### config.mk
export PLATFORM = sky130hd
export DESIGN_NAME = smg_scan_decoder_flat
export DESIGN_NICKNAME = d
export VERILOG_FILES = /design/src/rtl/smg_scan_decoder_if.sv /design/src/rtl/smg_scan_decoder.sv /design/src/flat_wrapper.sv
export SDC_FILE = /design/constraint.sdc
export NUM_CORES = 1
export LEC_CHECK = 0
export ABC_AREA = 1
export CAP_MARGIN = 30
export CELL_PAD_IN_SITES_DETAIL_PLACEMENT = 1
export CELL_PAD_IN_SITES_GLOBAL_PLACEMENT = 2
export CORE_ASPECT_RATIO = 1.4
export CORE_MARGIN = 2
export CORE_UTILIZATION = 36
export DETAILED_ROUTE_END_ITERATION = 16
export PLACE_DENSITY = 0.95
export SETUP_SLACK_MARGIN = 0.5
export SLEW_MARGIN = 20
export SYNTH_ARGS = -nofsm -noshare
export SYNTH_HDL_FRONTEND = slang
export SYNTH_SLANG_ARGS = --single-unit
### constraint.sdc
create_clock -name CLK -period 3.42 [get_ports CLK]
set_clock_uncertainty 0.1 [all_clocks]
set_input_delay 0.342 -clock CLK [delete_from_list [all_inputs] [get_ports CLK]]
set_output_delay 0.342 -clock CLK [all_outputs]
set_load 0.02 [all_outputs]
### src/rtl/smg_scan_decoder_if.sv
// smg_scan_decoder_if
// Bundles the display pins watched by the scan decoder and the decoded frame it
// publishes.
//   SMG_Data   [7:0] segment drive, active-low ([7]=DP, [6:0]=g..a)
//   Scan_Sig   [1:0] digit select, active-low ([1]=Tens, [0]=Ones)
//   Ten_Data   [3:0] decoded Tens digit (0-9, F=blank, E=invalid)
//   One_Data   [3:0] decoded Ones digit (same coding)
//   Dp_Data    [1:0] DP lit per digit ([1]=Tens, [0]=Ones)
//   Frame_Done       one-cycle pulse when the frame outputs update
//   Frame_Err        current frame holds an invalid digit
//   Sel_Err          pulse per cycle of a conflicting digit select
//   Stale            no frame completed within the timeout window
// master = display-side driver and frame consumer, slave = the decoder.
interface smg_scan_decoder_if;
  logic [7:0] SMG_Data;
  logic [1:0] Scan_Sig;
  logic [3:0] Ten_Data;
  logic [3:0] One_Data;
  logic [1:0] Dp_Data;
  logic       Frame_Done;
  logic       Frame_Err;
  logic       Sel_Err;
  logic       Stale;

  modport master (
    output SMG_Data, Scan_Sig,
    input  Ten_Data, One_Data, Dp_Data, Frame_Done, Frame_Err, Sel_Err, Stale
  );

  modport slave (
    input  SMG_Data, Scan_Sig,
    output Ten_Data, One_Data, Dp_Data, Frame_Done, Frame_Err, Sel_Err, Stale
  );
endinterface

### src/rtl/smg_scan_decoder.sv
// smg_scan_decoder
// Loopback monitor on a two-digit multiplexed seven-segment display. Samples the
// active-low segment bus and digit selects, waits for each digit to hold steady
// for SETTLE_CYC equal samples, decodes the pattern back to a digit code and
// publishes a double-buffered Tens/Ones frame with error and staleness flags.
// Ports:
//   CLK  system clock, rising edge
//   RST  synchronous active-high reset
//   bus  smg_scan_decoder_if.slave (display pins in, decoded frame out)
// Parameters:
//   SETTLE_CYC   equal consecutive samples needed before a capture (>=1)
//   TIMEOUT_CYC  cycles without a frame before Stale asserts (>=2)
module smg_scan_decoder #(
  parameter int SETTLE_CYC  = 4,
  parameter int TIMEOUT_CYC = 50000
) (
  input  logic              CLK,
  input  logic              RST,
  smg_scan_decoder_if.slave bus
);

  localparam int CNT_W = $clog2(SETTLE_CYC + 1);
  localparam int TO_W  = $clog2(TIMEOUT_CYC + 1);
  localparam logic [CNT_W-1:0] SETTLE_VAL = CNT_W'(SETTLE_CYC);
  localparam logic [TO_W-1:0]  TO_MAX     = TO_W'(TIMEOUT_CYC);

  localparam logic [1:0] ST_IDLE  = 2'd0;
  localparam logic [1:0] ST_COUNT = 2'd1;
  localparam logic [1:0] ST_HELD  = 2'd2;

  logic [9:0]       r1_q, r1_d, r2_q, r2_d;
  logic [1:0]       state_q, state_d;
  logic [CNT_W-1:0] cnt_q, cnt_d, cnt_inc;
  logic             got_ten_q, got_ten_d, got_one_q, got_one_d;
  logic [3:0]       sh_ten_code_q, sh_ten_code_d, sh_one_code_q, sh_one_code_d;
  logic             sh_ten_dp_q, sh_ten_dp_d, sh_one_dp_q, sh_one_dp_d;
  logic [3:0]       ten_q, ten_d, one_q, one_d;
  logic [1:0]       dp_q, dp_d;
  logic             frame_done_q, frame_done_d;
  logic             frame_err_q, frame_err_d;
  logic             sel_err_q, sel_err_d;
  logic [TO_W-1:0]  to_cnt_q, to_cnt_d;

  logic [1:0] sel;
  logic       sel_valid, sel_tens, same, capture, transfer;
  logic [3:0] code;
  logic       dp_lit;

  // Select decoding on the first input register; exactly one line low is a
  // valid digit, 2'b11 is blanking and 2'b00 a conflict.
  always_comb begin
    r1_d      = {bus.Scan_Sig, bus.SMG_Data};
    r2_d      = r1_q;
    sel       = r1_q[9:8];
    sel_valid = (sel == 2'b01) || (sel == 2'b10);
    sel_tens  = (sel == 2'b01);
    same      = (r1_q == r2_q);
    cnt_inc   = cnt_q + CNT_W'(1);
  end

  // Segment pattern back to digit code; DP is decoded separately.
  always_comb begin
    dp_lit = ~r1_q[7];
    case (r1_q[6:0])
      7'h40:   code = 4'd0;
      7'h79:   code = 4'd1;
      7'h24:   code = 4'd2;
      7'h30:   code = 4'd3;
      7'h19:   code = 4'd4;
      7'h12:   code = 4'd5;
      7'h02:   code = 4'd6;
      7'h78:   code = 4'd7;
      7'h00:   code = 4'd8;
      7'h10:   code = 4'd9;
      7'h7F:   code = 4'hF;
      default: code = 4'hE;
    endcase
  end

  // Stability FSM: any change between r1 and r2 restarts the count, and a
  // digit is captured once it has matched for SETTLE_CYC edges.
  always_comb begin
    state_d = state_q;
    cnt_d   = cnt_q;
    capture = 1'b0;
    if (!sel_valid) begin
      state_d = ST_IDLE;
      cnt_d   = '0;
    end else begin
      case (state_q)
        ST_IDLE: begin
          state_d = ST_COUNT;
          cnt_d   = '0;
        end
        ST_COUNT: begin
          if (!same) begin
            cnt_d = '0;
          end else if (cnt_inc == SETTLE_VAL) begin
            capture = 1'b1;
            state_d = ST_HELD;
            cnt_d   = cnt_inc;
          end else begin
            cnt_d = cnt_inc;
          end
        end
        ST_HELD: begin
          if (!same) begin
            state_d = ST_COUNT;
            cnt_d   = '0;
          end
        end
        default: begin
          state_d = ST_IDLE;
          cnt_d   = '0;
        end
      endcase
    end
  end

  // Shadow capture and frame transfer. The got bits are cleared by a transfer
  // but a capture on that same edge re-arms its bit for the next frame.
  always_comb begin
    transfer      = got_ten_q & got_one_q;
    got_ten_d     = (got_ten_q & ~transfer) | (capture & sel_tens);
    got_one_d     = (got_one_q & ~transfer) | (capture & ~sel_tens);
    sh_ten_code_d = sh_ten_code_q;
    sh_ten_dp_d   = sh_ten_dp_q;
    sh_one_code_d = sh_one_code_q;
    sh_one_dp_d   = sh_one_dp_q;
    if (capture && sel_tens) begin
      sh_ten_code_d = code;
      sh_ten_dp_d   = dp_lit;
    end
    if (capture && !sel_tens) begin
      sh_one_code_d = code;
      sh_one_dp_d   = dp_lit;
    end
    ten_d        = ten_q;
    one_d        = one_q;
    dp_d         = dp_q;
    frame_err_d  = frame_err_q;
    frame_done_d = transfer;
    if (transfer) begin
      ten_d       = sh_ten_code_q;
      one_d       = sh_one_code_q;
      dp_d        = {sh_ten_dp_q, sh_one_dp_q};
      frame_err_d = (sh_ten_code_q == 4'hE) || (sh_one_code_q == 4'hE);
    end
    sel_err_d = (sel == 2'b00);
    // Clearing on the transfer edge lets Stale drop together with Frame_Done.
    if (transfer) begin
      to_cnt_d = '0;
    end else if (to_cnt_q == TO_MAX) begin
      to_cnt_d = to_cnt_q;
    end else begin
      to_cnt_d = to_cnt_q + TO_W'(1);
    end
  end

  // State registers; reset discards any partial frame.
  always_ff @(posedge CLK) begin
    if (RST) begin
      r1_q          <= '1;
      r2_q          <= '1;
      state_q       <= ST_IDLE;
      cnt_q         <= '0;
      got_ten_q     <= 1'b0;
      got_one_q     <= 1'b0;
      sh_ten_code_q <= 4'hF;
      sh_ten_dp_q   <= 1'b0;
      sh_one_code_q <= 4'hF;
      sh_one_dp_q   <= 1'b0;
      ten_q         <= 4'hF;
      one_q         <= 4'hF;
      dp_q          <= 2'b00;
      frame_done_q  <= 1'b0;
      frame_err_q   <= 1'b0;
      sel_err_q     <= 1'b0;
      to_cnt_q      <= '0;
    end else begin
      r1_q          <= r1_d;
      r2_q          <= r2_d;
      state_q       <= state_d;
      cnt_q         <= cnt_d;
      got_ten_q     <= got_ten_d;
      got_one_q     <= got_one_d;
      sh_ten_code_q <= sh_ten_code_d;
      sh_ten_dp_q   <= sh_ten_dp_d;
      sh_one_code_q <= sh_one_code_d;
      sh_one_dp_q   <= sh_one_dp_d;
      ten_q         <= ten_d;
      one_q         <= one_d;
      dp_q          <= dp_d;
      frame_done_q  <= frame_done_d;
      frame_err_q   <= frame_err_d;
      sel_err_q     <= sel_err_d;
      to_cnt_q      <= to_cnt_d;
    end
  end

  assign bus.Ten_Data   = ten_q;
  assign bus.One_Data   = one_q;
  assign bus.Dp_Data    = dp_q;
  assign bus.Frame_Done = frame_done_q;
  assign bus.Frame_Err  = frame_err_q;
  assign bus.Sel_Err    = sel_err_q;
  assign bus.Stale      = (to_cnt_q == TO_MAX);

endmodule

### src/flat_wrapper.sv
// flat-port wrapper written by rule: the top's interface ports become plain ports
module smg_scan_decoder_flat 
#(
  parameter int SETTLE_CYC  = 4,
  parameter int TIMEOUT_CYC = 50000
)
  (CLK, RST, bus_SMG_Data, bus_Scan_Sig, bus_Ten_Data, bus_One_Data, bus_Dp_Data, bus_Frame_Done, bus_Frame_Err, bus_Sel_Err, bus_Stale);
  smg_scan_decoder_if bus_i ();
  input  logic CLK;
  input  logic RST;
  input wire logic [$bits(bus_i.SMG_Data)-1:0] bus_SMG_Data;
  input wire logic [$bits(bus_i.Scan_Sig)-1:0] bus_Scan_Sig;
  output wire logic [$bits(bus_i.Ten_Data)-1:0] bus_Ten_Data;
  output wire logic [$bits(bus_i.One_Data)-1:0] bus_One_Data;
  output wire logic [$bits(bus_i.Dp_Data)-1:0] bus_Dp_Data;
  output wire logic [$bits(bus_i.Frame_Done)-1:0] bus_Frame_Done;
  output wire logic [$bits(bus_i.Frame_Err)-1:0] bus_Frame_Err;
  output wire logic [$bits(bus_i.Sel_Err)-1:0] bus_Sel_Err;
  output wire logic [$bits(bus_i.Stale)-1:0] bus_Stale;
  assign bus_i.SMG_Data = bus_SMG_Data;
  assign bus_i.Scan_Sig = bus_Scan_Sig;
  assign bus_Ten_Data = bus_i.Ten_Data;
  assign bus_One_Data = bus_i.One_Data;
  assign bus_Dp_Data = bus_i.Dp_Data;
  assign bus_Frame_Done = bus_i.Frame_Done;
  assign bus_Frame_Err = bus_i.Frame_Err;
  assign bus_Sel_Err = bus_i.Sel_Err;
  assign bus_Stale = bus_i.Stale;
  smg_scan_decoder #(.SETTLE_CYC(SETTLE_CYC), .TIMEOUT_CYC(TIMEOUT_CYC)) u_core (.CLK(CLK), .RST(RST), .bus(bus_i));
endmodule
==> reports/metrics.yaml <==
whs_path_depth: 2
drv_slew: 0
hold_buffers: 0
peakVddDrop_v: 0.0002268
worstPathMaxFanout: 5
die_h_um: 109.9
finalCritPeriodShare_pct: 71.09
post-route-util_pct: 44.41
synth_top_area_share_pct: 45.81
drt-vias-per-instance: 4.825
coreArea_um2: 7750
dpl_worst_slack_ns: 1.014
io_pins: 26
powerDensity_nw_per_um2: 456.8
avgRoutedWirePerCell_um: 12.98
std_cell_rows: 38
cp_num_buf_inv: 3
numPortBuffers: 25
die_w_um: 79.65
synth_fp_nets: 390
htreeDepth: 3
async_reset_ff_share_pct: 0
die-area_um2: 8753
p_leak_nw: 1.431
syn-instance-count: 372
postCtsSetupRepairBufs: 0
ys_top_cells_by_area: "dfxtp_1 46%, nand2_1 11%, inv_1 6.1%, nor2_1 4.4%, nand3_1 4.0%"
cts_buffers: 9
grt_max_degree: 20
critPathKind: "reg -> out"
maxSlewHeadroom_pct: 61.14
vias: 2456
synth_ff_type: "dfxtp_1"
setup_viol: 0
drt_first_pass_iters: 4
antenna_found_initial: 0
yosysWarnings: 0
fill_cells: 980
cts.clk_slew.worst_paths_ns: 0.08
crit_chain: "inv_1 -> ha_1 -> nand3_1 -> nor2_1 -> nand2_1 -> inv_1 -> clkdlybuf4s50_1"
syn_area_um2: 2884
min_period_ns: 2.431
cp_data_arrival_time_ns: 1.99
antenna_left: 0
gr-total-overflow: 0
route.detailed.drc: 0
finalWorstSetupSlack_ns: 0.9888
timing.fmax_mhz: 411.3
syn_avg_cell_area_um2: 7.753
routabilityCongestion: 0.7421
area_growth_pct: 19.35
grt_pass1_vias: 2593
insertion_delay_ns: 0.35
dp_hpwl_um: 5070
cts_tree: "done"
cts_buffer_depth: 2
crit_path_start_kind: "flop"
required_ns: 2.98
cpMostUsedCell: "inv_1"
hold_viol: 0
drt-initial-drc-count: 37
ys_seq_area_share_pct: 45.81
cts.sinks: 66
grt_pass1_wl_um: 11720
endpoint_kind: "output port"
hp-class: "reg -> reg"
initial_utilization_pct: 37.21
drv_cap: 0
worst_pin_slew_ns: 0.5794
slowest_delay_ns: 0.62
rsz0062_at_grt: "no"
status: "finished clean"
drt_wl_total_um: 6607
synth_cell_types: 34
critPathTopFamily: "buffers and inverters"
nNetsFinal: 422
ctsRootBufferMaster: "clkbuf_8"
post_cts_resized: 0
grt_util_all_layers_pct: 17.51
cp_num_cells: 7
slowest_stage: "clkdlybuf4s50_1"
r2r_cells: 5
drive_above_1_share_pct: 14.43
antenna_cells: 0
yosysTopAreaCell: "dfxtp_1"
ys_seq_elements: 66
fin_setup_tns_ns: 0
synth-edff-count: 0
layout by cell type (no fill, tap or decap), drive strengths merged:
cell type      instances
a211oi                 1
a21oi                 23
a22o                   2
buf                    1
bufinv                 1
clkbuf                 9
clkdlybuf4s50         25
clkinv                 6
clkinvlp               2
dfxtp                 66
ha                     6
inv                   53
nand2                 87
nand3                 24
nand4                 12
nor2                  44
nor3                   8
nor3b                  1
o21a                   1
o21ai                 10
o22a                   6
o31ai                  1
or2                   13
xnor2                  4
xor2                   3
per-stage QoR:
| stage | hold slack, ns | instance area (µm²) | total power [mW] | instances |
|---|---|---|---|---|
| after global placement | 0.3488 | 3238 | 0.9157 | 493 |
| after detailed placement | 0.3599 | 3238 | 0.9220 | 493 |
| after floorplan | 0.3296 | 2884 | 0.8875 | 372 |
| after global routing | 0.3900 | 3442 | 1.648 | 509 |
| after CTS | 0.3709 | 3442 | 1.594 | 509 |
| final | 0.3660 | 3442 | 1.572 | 509 |
area by class of cell:
| cell class | instances | area (µm²) | share of cell area, % |
|---|---|---|---|
| multi-input cells | 246 | 1328 | 38.57 |
| flip-flops and latches | 66 | 1321 | 38.39 |
| repair buffers | 26 | 257.7 | 7.488 |
| inverters | 55 | 206.4 | 5.998 |
| well taps | 100 | 125.1 | 3.635 |
| clock buffers | 9 | 123.9 | 3.599 |
| clock inverters | 7 | 80.08 | 2.326 |
synthesized netlist by cell type (all sizes together) (6+ instances only):
| cell type | count |
|---|---|
| nor3 | 8 |
| o22a | 6 |
| a21oi | 23 |
| or2 | 13 |
| o21ai | 10 |
| nand4 | 12 |
| ha | 6 |
| nand2 | 87 |
| inv | 53 |
| nor2 | 44 |
| nand3 | 24 |
| dfxtp | 66 |
worst paths after layout:
path | startpoint | to | slack (ns)
setup / recovery | u_core.to_cnt_q[0] | bus_Stale | 0.99
hold / removal | u_core.cnt_q[2] | u_core.cnt_q[2] | 0.37
setup reg to reg | u_core.got_ten_q | u_core.to_cnt_q[1] | 1.54
hold reg to reg | u_core.cnt_q[2] | u_core.cnt_q[2] | 0.37
layer usage:
metal  vias up  global-route usage, %  wire [µm]
met4         0                  8.621        142
met5         -                      0          0
li1       1250                      -          -
met1      1163                  17.51       2631
met2        33                  33.73       3669
met3        10                  3.530        164
registers in the layout, summed over array words and instances, names as in the netlist:
register,cells
u_core.bus.Frame_Err,1
u_core.sh_one_code_q,4
u_core.cnt_q,3
u_core.bus.One_Data,4
u_core.r1_q,10
u_core.state_q,2
u_core.r2_q,10
u_core.bus.Ten_Data,4
u_core.sh_one_dp_q,1
u_core.sh_ten_code_q,4
u_core.bus.Frame_Done,1
u_core.to_cnt_q,16
u_core.bus.Dp_Data,2
u_core.got_ten_q,1
u_core.sh_ten_dp_q,1
u_core.bus.Sel_Err,1
u_core.got_one_q,1
cells by family (layout without fill, tap and decap cells):
family / Yosys count / in the layout / share of synthesized area, %
compound gates: 44 / 44 / 9.198
xor+xnor: 7 / 7 / 2.126
fa+ha+maj: 6 / 6 / 2.603
buf+inv: 60 / 97 / 8.156
flops: 66 / 66 / 45.81
simple gates: 189 / 189 / 32.10
worst register-to-register path, delay by kind of cell (launching register included):
| kind | cells | cell delay (ns) |
|---|---|---|
| AOI/OAI and AO/OA | 1 | 0.38 |
| and+or+nand+nor | 2 | 0.36 |
| buffers and inverters | 2 | 0.63 |
| DFF | 1 | 0.32 |
power breakdown:
part / internal (mW) / switching (mW)
Clock: 0.341 / 0.330
Combinational: 0.0416 / 0.0615
Sequential: 0.783 / 0.0158
Total: 1.17 / 0.407
(Power assumes the default switching activity.)
==> patch 1 (same flow settings) <==
`SETTLE_CYC` is set to 4 in 2 places; all go to 2.
--- a/src/rtl/smg_scan_decoder.sv
+++ b/src/rtl/smg_scan_decoder.sv
@@ -11,7 +11,7 @@
 //   SETTLE_CYC   equal consecutive samples needed before a capture (>=1)
 //   TIMEOUT_CYC  cycles without a frame before Stale asserts (>=2)
 module smg_scan_decoder #(
-  parameter int SETTLE_CYC  = 4,
+  parameter int SETTLE_CYC  = 2,
   parameter int TIMEOUT_CYC = 50000
 ) (
   input  logic              CLK,
--- a/src/flat_wrapper.sv
+++ b/src/flat_wrapper.sv
@@ -1,7 +1,7 @@
 // flat-port wrapper written by rule: the top's interface ports become plain ports
 module smg_scan_decoder_flat 
 #(
-  parameter int SETTLE_CYC  = 4,
+  parameter int SETTLE_CYC  = 2,
   parameter int TIMEOUT_CYC = 50000
 )
   (CLK, RST, bus_SMG_Data, bus_Scan_Sig, bus_Ten_Data, bus_One_Data, bus_Dp_Data, bus_Frame_Done, bus_Frame_Err, bus_Sel_Err, bus_Stale);
Formal check against the unedited RTL: not equivalent (a bounded check fails within 10 cycles, from zero or initial values and one cycle with RST high).
==> patch 1 against the unedited design <==
Power increased by 0.57%; critical path type unchanged; worst setup slack got worse by 0.061 ns; die area decreased by 2.0%; area after synthesis decreased by 2.1%; wire length decreased by 2.0%; count of clock-buffer cells in the layout increased by 3; sequential power decreased by 2%; sequential cell count decreased by 1; critical endpoint unchanged; cell area decreased by 1.2%; largest power group unchanged; first-iteration DRC count increased to 2.9 times the old value.
==> patch 1: results (changes against the unedited design) <==
stage	metric	value	unit	change
worst_setup_path	r2r_setup_slack	1.51	ns	-0.03 ns
placed_design	gp_congestion	0.773		+4.2%
global_routing	grt_pass1_vias	2560		-1.3%
synth	ys_seq_area_share	46.1	%	+0.27 points
placed_design	placed_cell_area	3190	um^2	-1.6%
global_routing	antenna_found_initial	0		unchanged
worst_setup_path	rr_endpoint	u_core.to_cnt_q[14]		
synth	ys_top_cells_by_count	nand2_1 (82), dfxtp_1 (65), inv_1 (45)		
clock_tree	postCtsSetupRepairBufs	0		unchanged
pwr	p_seq_share	49.7	%	-1.1 points
worst_setup_path	reg2reg_depth	8		+3
cells_and_area	drive_above_1_share	11.7	%	-2.7 points
worst_hold_path	worstHoldPathType	reg2reg		
synth	synth_fp_nets	389		-0.26%
clock_tree	clockRootBuffer	clkbuf_8		
worst_setup_path	crit_arrival	2.05	ns	+0.06 ns
pwr	intPower	1.21	mW	+3.6%
worst_hold_path	holdPathStages	1		-1
synth	synthArstFlopShare	0	%	unchanged
sta	tightest_slew	0.355	ns	-0.225 ns
synth	synth_cell_types	35		+2.9%
synth	synthXorXnorAreaFrac	1.55	%	-0.58 points
clock_tree	clkTransAtPathRegs	0.07	ns	
placed_design	dp_hpwl	4.92	mm	-3.0%
route	post_drt_via_cell_ratio	4.80		-0.53%
sta	hold_slack	0.370	ns	+0.00371 ns
pwr	leakage	1.49	nW	+4.0%
global_routing	grt_max_degree	23		+15%
cells_and_area	nets	421		-0.24%
worst_setup_path	r2r_start	u_core.to_cnt_q[0]		
synth	synthTopCellsByArea	dfxtp_1 (46%), nand2_1 (11%), inv_1 (6.0%)		
status	outcome	completed		
synth	synth_compound_area_share	8.11	%	-1.1 points
synth	ys_warn_count	0		unchanged
pwr	ir_drop	0.000239	V	+5.3%
global_routing	grt_first_pass_wirelength	11.2	mm	-4.5%
global_routing	track_usage	17.0	%	-0.48 points
pwr	p_clk_share	43.7	%	+1.1 points
route	drt-total-wl	6.47	mm	-2.0%
cells_and_area	largestRegisters	u_core.to_cnt_q (16), u_core.r1_q (10), u_core.r2_q (10)		
worst_setup_path	crit_start	u_core.to_cnt_q[2]		
worst_setup_path	cp_slowest_stage_delay	0.60	ns	-0.02 ns
synth	synthMuxAreaShare	0	%	unchanged
worst_hold_path	hold_start	u_core.cnt_q[0]		
route	drt_iter0_drc	109		+190%
synth	synthAdderAreaFrac	2.22	%	-0.39 points
worst_setup_path	crit_fanout	4		-1
worst_hold_path	hold_end	u_core.cnt_q[0]		
cells_and_area	num_antenna_cells	0		unchanged
[patch 1: critical path: cells and delay by family (launching register included)]
family                 cells  cell delay, ns
buffers and inverters      3            0.82
DFF                        1            0.34
and+or+nand+nor            3            0.54
[patch 1: worst max path at each step]
stage	endpoint	slack (ns)
detailed placement	bus_Stale	1.29
global route	bus_Stale	0.65
global placement	bus_Stale	1.36
floorplan	u_core.to_cnt_q[14]	1.80
finish	bus_Stale	0.93
CTS	bus_Stale	0.90
[patch 1: cell families (layout without fill, tap and decap cells)]
family / after synthesis / in the layout
and+or+nand+nor: 205 / 205
DFF: 65 / 65
buffers and inverters: 55 / 92
AOI/OAI and AO/OA: 37 / 37
adders and majority gates: 5 / 5
xor gates and xnor gates: 5 / 5
[patch 1: final cells by class]
class / instances / area (um^2)
multi-input cells: 252 / 1310
inverters: 48 / 183
well taps: 100 / 125
clock buffers: 12 / 165
repair buffers: 28 / 273
clock inverters: 4 / 50.0
fillers: 989 / 4300
flip-flops and latches: 65 / 1300
[patch 1: per-layer routing]
metal | wire [um] | vias up | track usage [%]
li1 | - | 1261 | -
met1 | 2620 | 1147 | 16.9
met2 | 3560 | 24 | 32.8
met3 | 141 | 11 | 3.73
met4 | 150 | 0 | 8.50
met5 | 0 | - | 0
[patch 1: per-stage QoR]
step / setup WS [ns] / std cells / power (mW) / util [%]
global placement: 1.36 / 493 / 0.904 / 41.4
detailed placement: 1.29 / 493 / 0.909 / 41.4
global route: 0.654 / 509 / 1.66 / 44.2
finish: 0.928 / 509 / 1.58 / 44.2
floorplan: 1.80 / 372 / 0.872 / -
CTS: 0.903 / 509 / 1.61 / 44.2
==> patch 2 (same settings) <==
Without the edit above. Make the reset (`RST`) asynchronous in one clocked block. Comments in the files are not updated.
--- a/src/rtl/smg_scan_decoder.sv
+++ b/src/rtl/smg_scan_decoder.sv
@@ -158,7 +158,7 @@
   end
 
   // State registers; reset discards any partial frame.
-  always_ff @(posedge CLK) begin
+  always_ff @(posedge CLK or posedge RST) begin
     if (RST) begin
       r1_q          <= '1;
       r2_q          <= '1;
Behaviour: differs if RST is asserted again (counterexample within 4 cycles, from zero or initial values and one cycle with RST high); with RST held inactive, the same outputs for 10 cycles.
==> patch 2 against the unedited design <==
Critical path depth shrank 2; synthesized cell count shrank 1.1%; maximum frequency shrank 1.3%; cell area grew 14%; sequential power grew 3.1%; critical path type unchanged; wire length grew 12%; critical endpoint unchanged; worst setup slack lost 0.033 ns; highest routed layer unchanged; power grew 14%; combinational power is essentially flat; sequential cell count is the same; area after synthesis grew 12%; sequential share of layout area grew 5.0 points.
==> patch 2: results (changes against the unedited design) <==
stage	metric	value	unit	change
status	outcome	completed		
synth	synth_compound_area_share	5.14	%	-4.1 points
route	drt_iter0_drc	86		+130%
clock_tree	cts_tree	done		
clock_tree	clk_path_buf_depth	2		unchanged
synth	synthXorXnorAreaFrac	1.35	%	-0.77 points
global_routing	grt_max_degree	28		+40%
global_routing	track_usage	17.2	%	-0.34 points
global_routing	antenna_found_initial	0		unchanged
synth	ys_top_cells_by_count	nand2_1 (124), inv_1 (44), dfstp_2 (36)		
route	routedWlPerCell	14.4	um	+11%
clock_tree	clockRootBuffer	clkbuf_16		
synth	ys_warn_count	0		unchanged
synth	avgSynthCellArea	8.80	um^2	+13%
cells_and_area	num_antenna_cells	0		unchanged
clock_tree	clk_latency	0.32	ns	-0.03 ns
synth	synth_fp_nets	386		-1.0%
worst_hold_path	worstHoldPathType	reg2reg		
pwr	intPower	1.41	mW	+21%
cells_and_area	drive_above_1_share	22.2	%	+7.8 points
route	drt-total-wl	7.40	mm	+12%
global_routing	grt_pass1_vias	2848		+9.8%
placed_design	dp_hpwl	5.70	mm	+12%
sta	tightest_slew	0.567	ns	-0.0126 ns
pwr	ir_drop	0.000316	V	+39%
synth	synthMuxAreaShare	0.696	%	+0.70 points
synth	synthAdderAreaFrac	2.32	%	-0.28 points
synth	synthTopCellsByArea	dfstp_2 (29%), dfrtp_1 (23%), nand2_1 (14%)		
worst_setup_path	crit_arrival	2.02	ns	+0.03 ns
pwr	leakage	1.84	nW	+29%
synth	synthFlopType	dfstp_2		
placed_design	placed_cell_area	3630	um^2	+12%
clock_tree	clkTransAtPathRegs	0.05	ns	-0.03 ns
synth	synthArstFlopShare	100	%	+100 points
worst_setup_path	crit_fanout	4		-1
route	vias	2522		+2.7%
placed_design	place_ws	1.30	ns	+0.284 ns
synth	ys_seq_area_share	52.4	%	+6.6 points
placed_design	placed_cells	498		+1.0%
global_routing	grt_first_pass_wirelength	13.0	mm	+11%
worst_setup_path	cp_slowest_stage_delay	0.65	ns	+0.03 ns
clock_tree	htree_levels	3		unchanged
placed_design	gp_congestion	0.874		+18%
-- patch 2: routing by layer --
| metal | track usage [%] | up-vias | part of all wire [%] |
|---|---|---|---|
| met5 | 0 | - | 0 |
| met4 | 7.96 | 0 | 2.7 |
| met3 | 4.73 | 17 | 2.8 |
| met2 | 33.3 | 34 | 58 |
| met1 | 16.8 | 1247 | 36 |
| li1 | - | 1224 | - |
-- patch 2: final timing paths --
check	slack [ns]	end	from	depth (start not counted)
max	0.96	bus_Stale	u_core.to_cnt_q[0]	5
min	0.28	u_core.r2_q[7]	u_core.r1_q[7]	0
max reg2reg	1.35	u_core.sh_one_code_q[1]	u_core.r1_q[8]	8
min reg2reg	0.28	u_core.r2_q[7]	u_core.r1_q[7]	0
max in group asynchronous	2.14	u_core.bus.One_Data[3]	RST	3
min in group asynchronous	0.30	u_core.cnt_q[0]	RST	2
-- patch 2: layout make-up --
type,instances,area (um^2)
Fill cell,1051,4750
Timing Repair Buffer,28,273
Multi-Input combinational cell,248,1340
Inverter,51,191
Sequential cell,66,1700
Clock buffer,13,240
Clock inverter,3,40.0
Tap cell,105,131
-- patch 2: power groups by stage --
| stage | registers, mW | logic [mW] | clock network [mW] |
|---|---|---|---|
| finish | 0.824 | 0.103 | 0.869 |
| global route | 0.826 | 0.118 | 0.931 |
| CTS | 0.824 | 0.107 | 0.901 |
| detailed placement | 0.835 | 0.105 | 0 |
| global placement | 0.834 | 0.0999 | 0 |
| floorplan | 0.832 | 0.0704 | 0 |
-- patch 2: logic make-up after synthesis --
| group | after synthesis |
|---|---|
| xor gates and xnor gates | 5 |
| adders and majority gates | 6 |
| muxes | 1 |
| buffers and inverters | 54 |
| and+or+nand+nor | 206 |
| DFF | 66 |
| AOI/OAI and AO/OA | 30 |
